File: src/rtl/bit_serializer_pkg.sv
// Shared definitions for the bit serializer: state encoding and default word width.
package bit_serializer_pkg;

  localparam int DEFAULT_WIDTH = 8;

  typedef enum logic {
    IDLE  = 1'b0,
    SHIFT = 1'b1
  } ser_state_e;

endpackage

File: src/rtl/ser_hold_reg.sv
// One-entry hold register that parks a word accepted while the shifter is still busy.
module ser_hold_reg #(
  parameter int WIDTH = bit_serializer_pkg::DEFAULT_WIDTH
) (
  input  logic             clk,
  input  logic             rst,
  input  logic             load,
  input  logic             take,
  input  logic [WIDTH-1:0] din,
  output logic [WIDTH-1:0] dout,
  output logic             full
);

  // The parent never loads and takes in the same cycle, so load simply wins.
  always_ff @(posedge clk) begin
    if (rst) begin
      dout <= '0;
      full <= 1'b0;
    end else if (load) begin
      dout <= din;
      full <= 1'b1;
    end else if (take) begin
      dout <= '0;
      full <= 1'b0;
    end
  end

endmodule

File: src/rtl/bit_serializer.sv
// Parallel-to-serial converter with a one-word hold buffer so consecutive words
// stream out without a gap.
module bit_serializer
  import bit_serializer_pkg::*;
#(
  parameter int WIDTH     = DEFAULT_WIDTH,
  parameter int MSB_FIRST = 1
) (
  input  logic             clk,
  input  logic             rst,
  input  logic [WIDTH-1:0] din,
  input  logic             din_valid,
  output logic             din_ready,
  output logic             sout,
  output logic             sout_valid,
  output logic             word_done,
  output logic             busy
);

  localparam int CNT_W = $clog2(WIDTH);
  localparam logic [CNT_W-1:0] LAST_CNT = CNT_W'(WIDTH - 1);

  ser_state_e       state, next_state;
  logic [WIDTH-1:0] shreg, next_shreg;
  logic [CNT_W-1:0] cnt, next_cnt;
  logic [WIDTH-1:0] hold_data;
  logic             hold_full, hold_load, hold_take;
  logic             accept, last_bit, cur_bit;

  ser_hold_reg #(.WIDTH(WIDTH)) u_hold (
    .clk  (clk),
    .rst  (rst),
    .load (hold_load),
    .take (hold_take),
    .din  (din),
    .dout (hold_data),
    .full (hold_full)
  );

  // Outputs are masked by rst so the port is quiet during the reset cycle itself.
  assign din_ready  = !hold_full && !rst;
  assign accept     = din_valid && din_ready;
  assign last_bit   = (state == SHIFT) && (cnt == LAST_CNT);
  assign cur_bit    = (MSB_FIRST != 0) ? shreg[WIDTH-1] : shreg[0];
  assign sout_valid = (state == SHIFT) && !rst;
  assign sout       = sout_valid && cur_bit;
  assign word_done  = last_bit && !rst;
  assign busy       = ((state == SHIFT) || hold_full) && !rst;

  always_comb begin
    next_state = state;
    next_shreg = shreg;
    next_cnt   = cnt;
    hold_load  = 1'b0;
    hold_take  = 1'b0;
    case (state)
      IDLE: begin
        if (accept) begin
          next_shreg = din;
          next_cnt   = '0;
          next_state = SHIFT;
        end
      end
      SHIFT: begin
        if (last_bit) begin
          // Refill from hold first, then from the port, else drain to idle.
          next_cnt = '0;
          if (hold_full) begin
            next_shreg = hold_data;
            hold_take  = 1'b1;
          end else if (accept) begin
            next_shreg = din;
          end else begin
            next_shreg = '0;
            next_state = IDLE;
          end
        end else begin
          next_cnt = cnt + 1'b1;
          if (MSB_FIRST != 0) next_shreg = {shreg[WIDTH-2:0], 1'b0};
          else                next_shreg = {1'b0, shreg[WIDTH-1:1]};
          hold_load = accept;
        end
      end
      default: next_state = IDLE;
    endcase
  end

  always_ff @(posedge clk) begin
    if (rst) begin
      state <= IDLE;
      shreg <= '0;
      cnt   <= '0;
    end else begin
      state <= next_state;
      shreg <= next_shreg;
      cnt   <= next_cnt;
    end
  end

endmodule

File: config.mk
export PLATFORM = sky130hd
export DESIGN_NAME = bit_serializer
export DESIGN_NICKNAME = d
export VERILOG_FILES = /design/src/rtl/bit_serializer_pkg.sv /design/src/rtl/ser_hold_reg.sv /design/src/rtl/bit_serializer.sv
export SDC_FILE = /design/constraint.sdc
export NUM_CORES = 1
export LEC_CHECK = 0
export ABC_CLOCK_PERIOD_IN_PS = 2500
export BUFFER_PORTS_ARGS = -buffer_cell sky130_fd_sc_hd__buf_2
export CORE_UTILIZATION = 55
export CTS_CLUSTER_DIAMETER = 200
export DETAILED_ROUTE_END_ITERATION = 7
export GPL_TIMING_DRIVEN = 0
export PLACE_DENSITY = 0.76
export SETUP_SLACK_MARGIN = 0.05
export SLEW_MARGIN = 20
export SYNTH_ARGS = -nofsm -noshare
export SYNTH_HDL_FRONTEND = slang
export SYNTH_HIERARCHICAL = 1
export SYNTH_SLANG_ARGS = --single-unit
File: constraint.sdc
create_clock -name clk -period 2.5 [get_ports clk]
set_input_delay 0.125 -clock clk [delete_from_list [all_inputs] [get_ports clk]]
set_output_delay 0.125 -clock clk [all_outputs]
set_load 0.01 [all_outputs]
==> results of run 1 <==
==> routing by layer <==
metal,global-route usage,part of all wire,up-vias
met5,0,0,-
li1,-,-,490
met2,0.392,0.50,13
met1,0.255,0.46,472
met3,0.0566,0.026,2
met4,0.0722,0.012,0
==> placed cells by master, fill, tap and decap left out, types with 2 or more instances in the layout <==
| master | n |
|---|---|
| nor2b_1 | 4 |
| nand2_1 | 11 |
| nor2_1 | 12 |
| a21oi_1 | 5 |
| and2_1 | 2 |
| ha_1 | 2 |
| a22oi_1 | 7 |
| clkbuf_1 | 5 |
| inv_1 | 16 |
| o21ai_0 | 2 |
| clkbuf_4 | 3 |
| nand2b_1 | 3 |
| buf_6 | 4 |
| dfxtp_1 | 21 |
| o32ai_2 | 7 |
| buf_2 | 18 |
| nand3b_1 | 2 |
| o32ai_1 | 7 |
| a21bo_2 | 7 |
==> registers in the layout, indices dropped and copies added, names as in the netlist <==
| register | count |
|---|---|
| u_hold/full | 1 |
| u_hold/dout | 8 |
| cnt | 3 |
| shreg | 8 |
| state | 1 |
==> layout make-up <==
cell class,instances,area (µm²)
sequential,21,420
multi-input combinational,81,599
clock inverter,1,5.00
clock buffer,3,22.5
buffer,13,83.8
timing repair buffer,14,70.1
fill,170,687
inverter,16,60.1
tap,27,33.8
==> worst max-delay path, stage by stage (launching register included) <==
cell	delay [ns]
dfxtp_1	0.37
ha_1	0.16
ha_1	0.21
nand2b_1	0.12
clkbuf_1	0.31
nor2_1	0.10
buf_6	0.16
or3b_1	0.37
a21oi_1	0.15
==> logic make-up after synthesis <==
| kind of cell | share of synthesized area |
|---|---|
| buf+inv | 0.124 |
| simple gates | 0.188 |
| flops | 0.361 |
| compound gates | 0.305 |
| fa+ha+maj | 0.0215 |
==> where the power goes <==
| part | total [µW] | internal (µW) | switching, µW |
|---|---|---|---|
| sequential | 364 | 354 | 9.51 |
| clock | 174 | 60.0 | 114 |
| combinational | 115 | 50.8 | 64.2 |
==> through the flow <==
stage          instance area, µm²  utilization  total power (µW)  std cells  setup WS (ns)
4_1_cts                      1290        0.653               653        176          0.476
5_1_grt                      1290        0.653               679        176          0.380
6_report                     1290        0.653               652        176          0.493
3_5_place_dp                 1270        0.640               486        172          0.510
2_1_floorplan                1160            -               453        131          0.770
3_3_place_gp                 1270        0.640               482        172          0.546
==> path summary, 6_finish.rpt <==
path	start	end	slack, ns	depth (start not counted)
min reg2reg	shreg[5]	shreg[5]	0.47	2
max reg2reg	cnt[0]	u_hold/dout[5]	0.49	8
min	rst	u_hold/dout[5]	0.03	2
max	cnt[0]	u_hold/dout[5]	0.49	8
==> impl_metrics.py, run 1 <==
metrics = {
    "synth": {
        "syn_area_mm2": 0.00116,
        "synth_most_common_cell": "dfxtp_1",
        "synth-edff-count": 0,
        "synth_cell_types": 28,
        "synth_fp_nets": 144,
        "synth_top_area_share": 0.361,
        "yosysTopAreaCell": "dfxtp_1",
        "synthArstFlopShare": 0,
        "synth_common_cells": "21 x dfxtp_1, 16 x inv_1, 12 x nor2_1",
        "yosys_most_used_dff": "dfxtp_1",
        "yosys_register_bits": 21,
        "syn_avg_cell_area_um2": 8.88,
        "syn_inst": 131,
        "yosys_warnings": 6,
        "seq_area_frac_synth": 0.361,
        "synth_top_cells_by_area": "dfxtp_1 36%, o32ai_2 9.8%, a21bo_2 6.0%",
    },
    "clock_network": {
        "cts_setup_buffers": 0,
        "cts_resized": 0,
        "clock_sinks": 21,
        "clkLatencyLatePin_ns": 0.32,
        "hold_buffers": 0,
        "cts_buffers": 3,
        "cts_root_buffer": "clkbuf_4",
        "h-tree-depth": 1,
        "cts_tree": "built",
        "clk_pin_slew_ns": 0.13,
        "cts_buffer_depth": 2,
    },
    "timing": {
        "relSlewSlack": 0.728,
        "min_period_over_period": 0.803,
        "fin_worst_skew_ns": 0.00792,
        "worstMarginPinSlew_ns": 0.408,
        "post-route-min-period_ns": 2.01,
        "holdWs_ns": 0.0257,
        "rsz0062_at_grt": "no",
        "finalHoldViolCount": 0,
        "fin_setup_tns_ns": 0,
        "max_freq_mhz": 498,
        "setup_violations": 0,
        "final-max-slew-violation-count": 0,
    },
    "detailed_routing": {
        "drt_first_iter_violations": 20,
        "drt_wl_total_um": 2400,
        "drcViolationCount": 0,
        "viasPerCell": 5.55,
        "drt-wirelength-per-cell_um": 13.6,
        "num_vias": 977,
        "dr.pass1.iters": 5,
        "ant_nets": 0,
    },
    "floorplanning": {
        "chipHeight_um": 48.0,
        "dieArea_mm2": 0.00230,
        "initial_core_util": 0.587,
        "core.rowCount": 16,
        "ios": 16,
        "fp.dieW_um": 48.0,
        "coreArea_mm2": 0.00198,
    },
    "setup_path": {
        "required_ns": 2.76,
        "path_max_fanout": 9,
        "cp-end-kind": "flip-flop",
        "startpoint_type": "flip-flop",
        "crit_type": "reg -> reg",
        "worstPathArrival_ns": 2.27,
    },
    "grt": {
        "grt_pass1_vias": 840,
        "grt_overflow": 0,
        "antenna_found_initial": 0,
        "grt_pass1_wl_um": 3480,
        "grt_max_degree": 13,
        "track_usage": 0.220,
    },
    "placement": {
        "place.gp.congestion": 0.783,
        "portBuffers": 14,
        "hpwl_um": 1850,
    },
    "pwr": {
        "irDropWorstVdd_v": 0.000401,
        "powerDensity_mw_per_mm2": 504,
        "p_leak_uw": 0.000511,
    },
    "layout": {
        "finalNetCount": 163,
        "area_growth_pct": 11.3,
        "diodes": 0,
        "drive_gt1_frac": 0.282,
    },
    "job": {
        "max_cap_violations": 0,
    },
    "run_status": {
        "status": "complete, no violations",
    },
    "min_path": {
        "hp-class": "in -> reg",
    },
}
No activity file was read; power rests on OpenSTA's default activity.
==> inputs of run 2 (changes only) <==
ABC_CLOCK_PERIOD_IN_PS = 1800   (was 2500)
CORE_UTILIZATION = 50   (was 55)
PLACE_DENSITY = 0.73   (was 0.76)
clock period = 1.8 ns   (was 2.5 ns; I/O delays follow)
==> run 2 against run 1 <==
Against the previous run: sequential share of layout area decreased by 1.9 points; setup slack got worse by 0.35 ns; maximum frequency increased by 21%; clock skew increased by 0.0081 ns; first-iteration DRC count decreased by 45%; largest power group unchanged.
==> impl_metrics.py, run 2 (same netlist as run 1, synthesis figures left out) <==
metrics = {
    "setup_path": {
        "cp-startpoint": "cnt[0]",
        "slowest_delay_ns": 0.34,
        "path_max_fanout": 10,
        "worstPathArrival_ns": 1.89,
        "required_ns": 2.04,
        "startpoint_type": "flip-flop",
        "r2r_end": "u_hold/dout[1]",
        "path_buf_inv": 2,
        "crit_family": "simple AND/OR/NAND/NOR gates",
        "crit_type": "reg -> reg",
        "crit_chain": "ha_2 -> ha_4 -> clkbuf_8 -> and3_1 -> or2_1 -> buf_6 -> o32ai_2",
        "rrSetupSlack_ns": 0.14,
        "cp-end-kind": "flip-flop",
        "regToRegStartpoint": "cnt[0]",
        "cp_slowest_cell": "dfxtp_2",
        "reg2reg_depth": 7,
    },
    "clock_network": {
        "clk_pin_slew_ns": 0.13,
        "cts_buffer_depth": 2,
        "h-tree-depth": 1,
        "cts_root_buffer": "clkbuf_4",
        "cts_buffers": 3,
        "cts_tree": "built",
        "clkLatencyLatePin_ns": 0.31,
        "clock_sinks": 21,
    },
    "floorplanning": {
        "dieArea_mm2": 0.00252,
        "fp.dieW_um": 50.2,
        "coreArea_mm2": 0.00221,
        "ios": 16,
        "initial_core_util": 0.526,
        "chipHeight_um": 50.2,
        "core.rowCount": 17,
    },
    "placement": {
        "post-place-ws_ns": -0.121,
        "hpwl_um": 1830,
        "portBuffers": 14,
        "place.gp.congestion": 0.767,
    },
    "detailed_routing": {
        "drcViolationCount": 0,
        "viasPerCell": 5.43,
        "drt-wirelength-per-cell_um": 13.8,
        "drt_wl_total_um": 2490,
        "ant_nets": 0,
        "num_vias": 982,
        "dr.pass1.iters": 4,
        "drt_first_iter_violations": 11,
    },
    "layout": {
        "diodes": 0,
        "drive_gt1_frac": 0.340,
        "layout_commonest_cell": "dfxtp_1",
        "area_growth_pct": 18.4,
        "utilization": 0.623,
        "finalNetCount": 167,
        "final_cell_mix": "20 x dfxtp_1, 17 x buf_2, 16 x inv_1, 11 x nor2_1, 11 x nand2_1",
        "top_regs": "shreg (8), u_hold/dout (8), cnt (3)",
    },
    "min_path": {
        "hp-start": "rst",
        "hp-class": "in -> reg",
        "hold_depth": 2,
        "min_to": "shreg[5]",
    },
    "timing": {
        "fin_setup_tns_ns": 0,
        "rsz0062_at_grt": "yes",
        "max_freq_mhz": 604,
        "min_period_over_period": 0.920,
        "holdWs_ns": 0.0172,
        "setup_violations": 0,
        "fin_worst_skew_ns": 0.0160,
        "final-max-slew-violation-count": 0,
        "finalHoldViolCount": 0,
        "post-route-min-period_ns": 1.66,
        "relSlewSlack": 0.709,
        "finalWorstSetupSlack_ns": 0.144,
        "worstMarginPinSlew_ns": 0.437,
    },
    "run_status": {
        "status": "complete, no violations",
    },
    "pwr": {
        "p_leak_uw": 0.000535,
        "irDropWorstVdd_v": 0.000459,
        "powerDensity_mw_per_mm2": 666,
    },
    "grt": {
        "grt_pass1_wl_um": 4090,
        "antenna_found_initial": 0,
        "grt_max_degree": 13,
        "grt_pass1_vias": 941,
        "grt_overflow": 0,
        "track_usage": 0.219,
    },
    "job": {
        "max_cap_violations": 0,
    },
}
[run 2: cell count changes in the layout (fill, tap and decap cells not counted), sizes merged]
cell / before / now
buf: 22 / 26
dlygate4sd3: 0 / 1
clkbuf: 8 / 7
[run 2: how the worst max path moves through the flow]
stage | cells after the start | to
after detailed placement | 9 | u_hold/dout[1]
after global placement | 8 | u_hold/dout[5]
final | 7 | u_hold/dout[1]
after CTS | 7 | u_hold/dout[1]
after global routing | 5 | busy
after floorplan | 8 | u_hold/dout[5]
[run 2: layout make-up]
cell class,instances,area [µm²]
clock buffer,3,22.5
timing repair buffer,19,110
clock inverter,1,5.00
inverter,16,60.1
buffer,12,96.3
multi-input combinational,81,627
tap,28,35.0
sequential,21,422
fill,194,835
[run 2: through the flow]
| stage | area (µm²) | std cells | power (µW) |
|---|---|---|---|
| after floorplan | 1160 | 131 | 629 |
| after global placement | 1270 | 173 | 670 |
| after detailed placement | 1270 | 173 | 676 |
| after CTS | 1320 | 177 | 910 |
| after global routing | 1380 | 181 | 967 |
| final | 1380 | 181 | 917 |
[run 2: routing by layer]
metal,vias to the layer above,share of wire,track usage
met5,-,0,0
met4,0,0.015,0.105
met3,4,0.024,0.0455
met2,9,0.49,0.382
met1,471,0.47,0.250
li1,498,-,-
[run 2: what timing repair did]
item	CTS	global route
gates resized for setup	7	6
endpoints found under the setup margin	11	9
pin swaps	0	0
hold buffers	1	0
gates cloned	0	0
setup buffers	0	4
endpoints found under the hold margin	2	0
[run 2: where the power goes]
group          switching [µW]  internal [µW]
Sequential               13.8            492
Clock                     150           83.0
Combinational            95.1           82.8
Total                     259            658
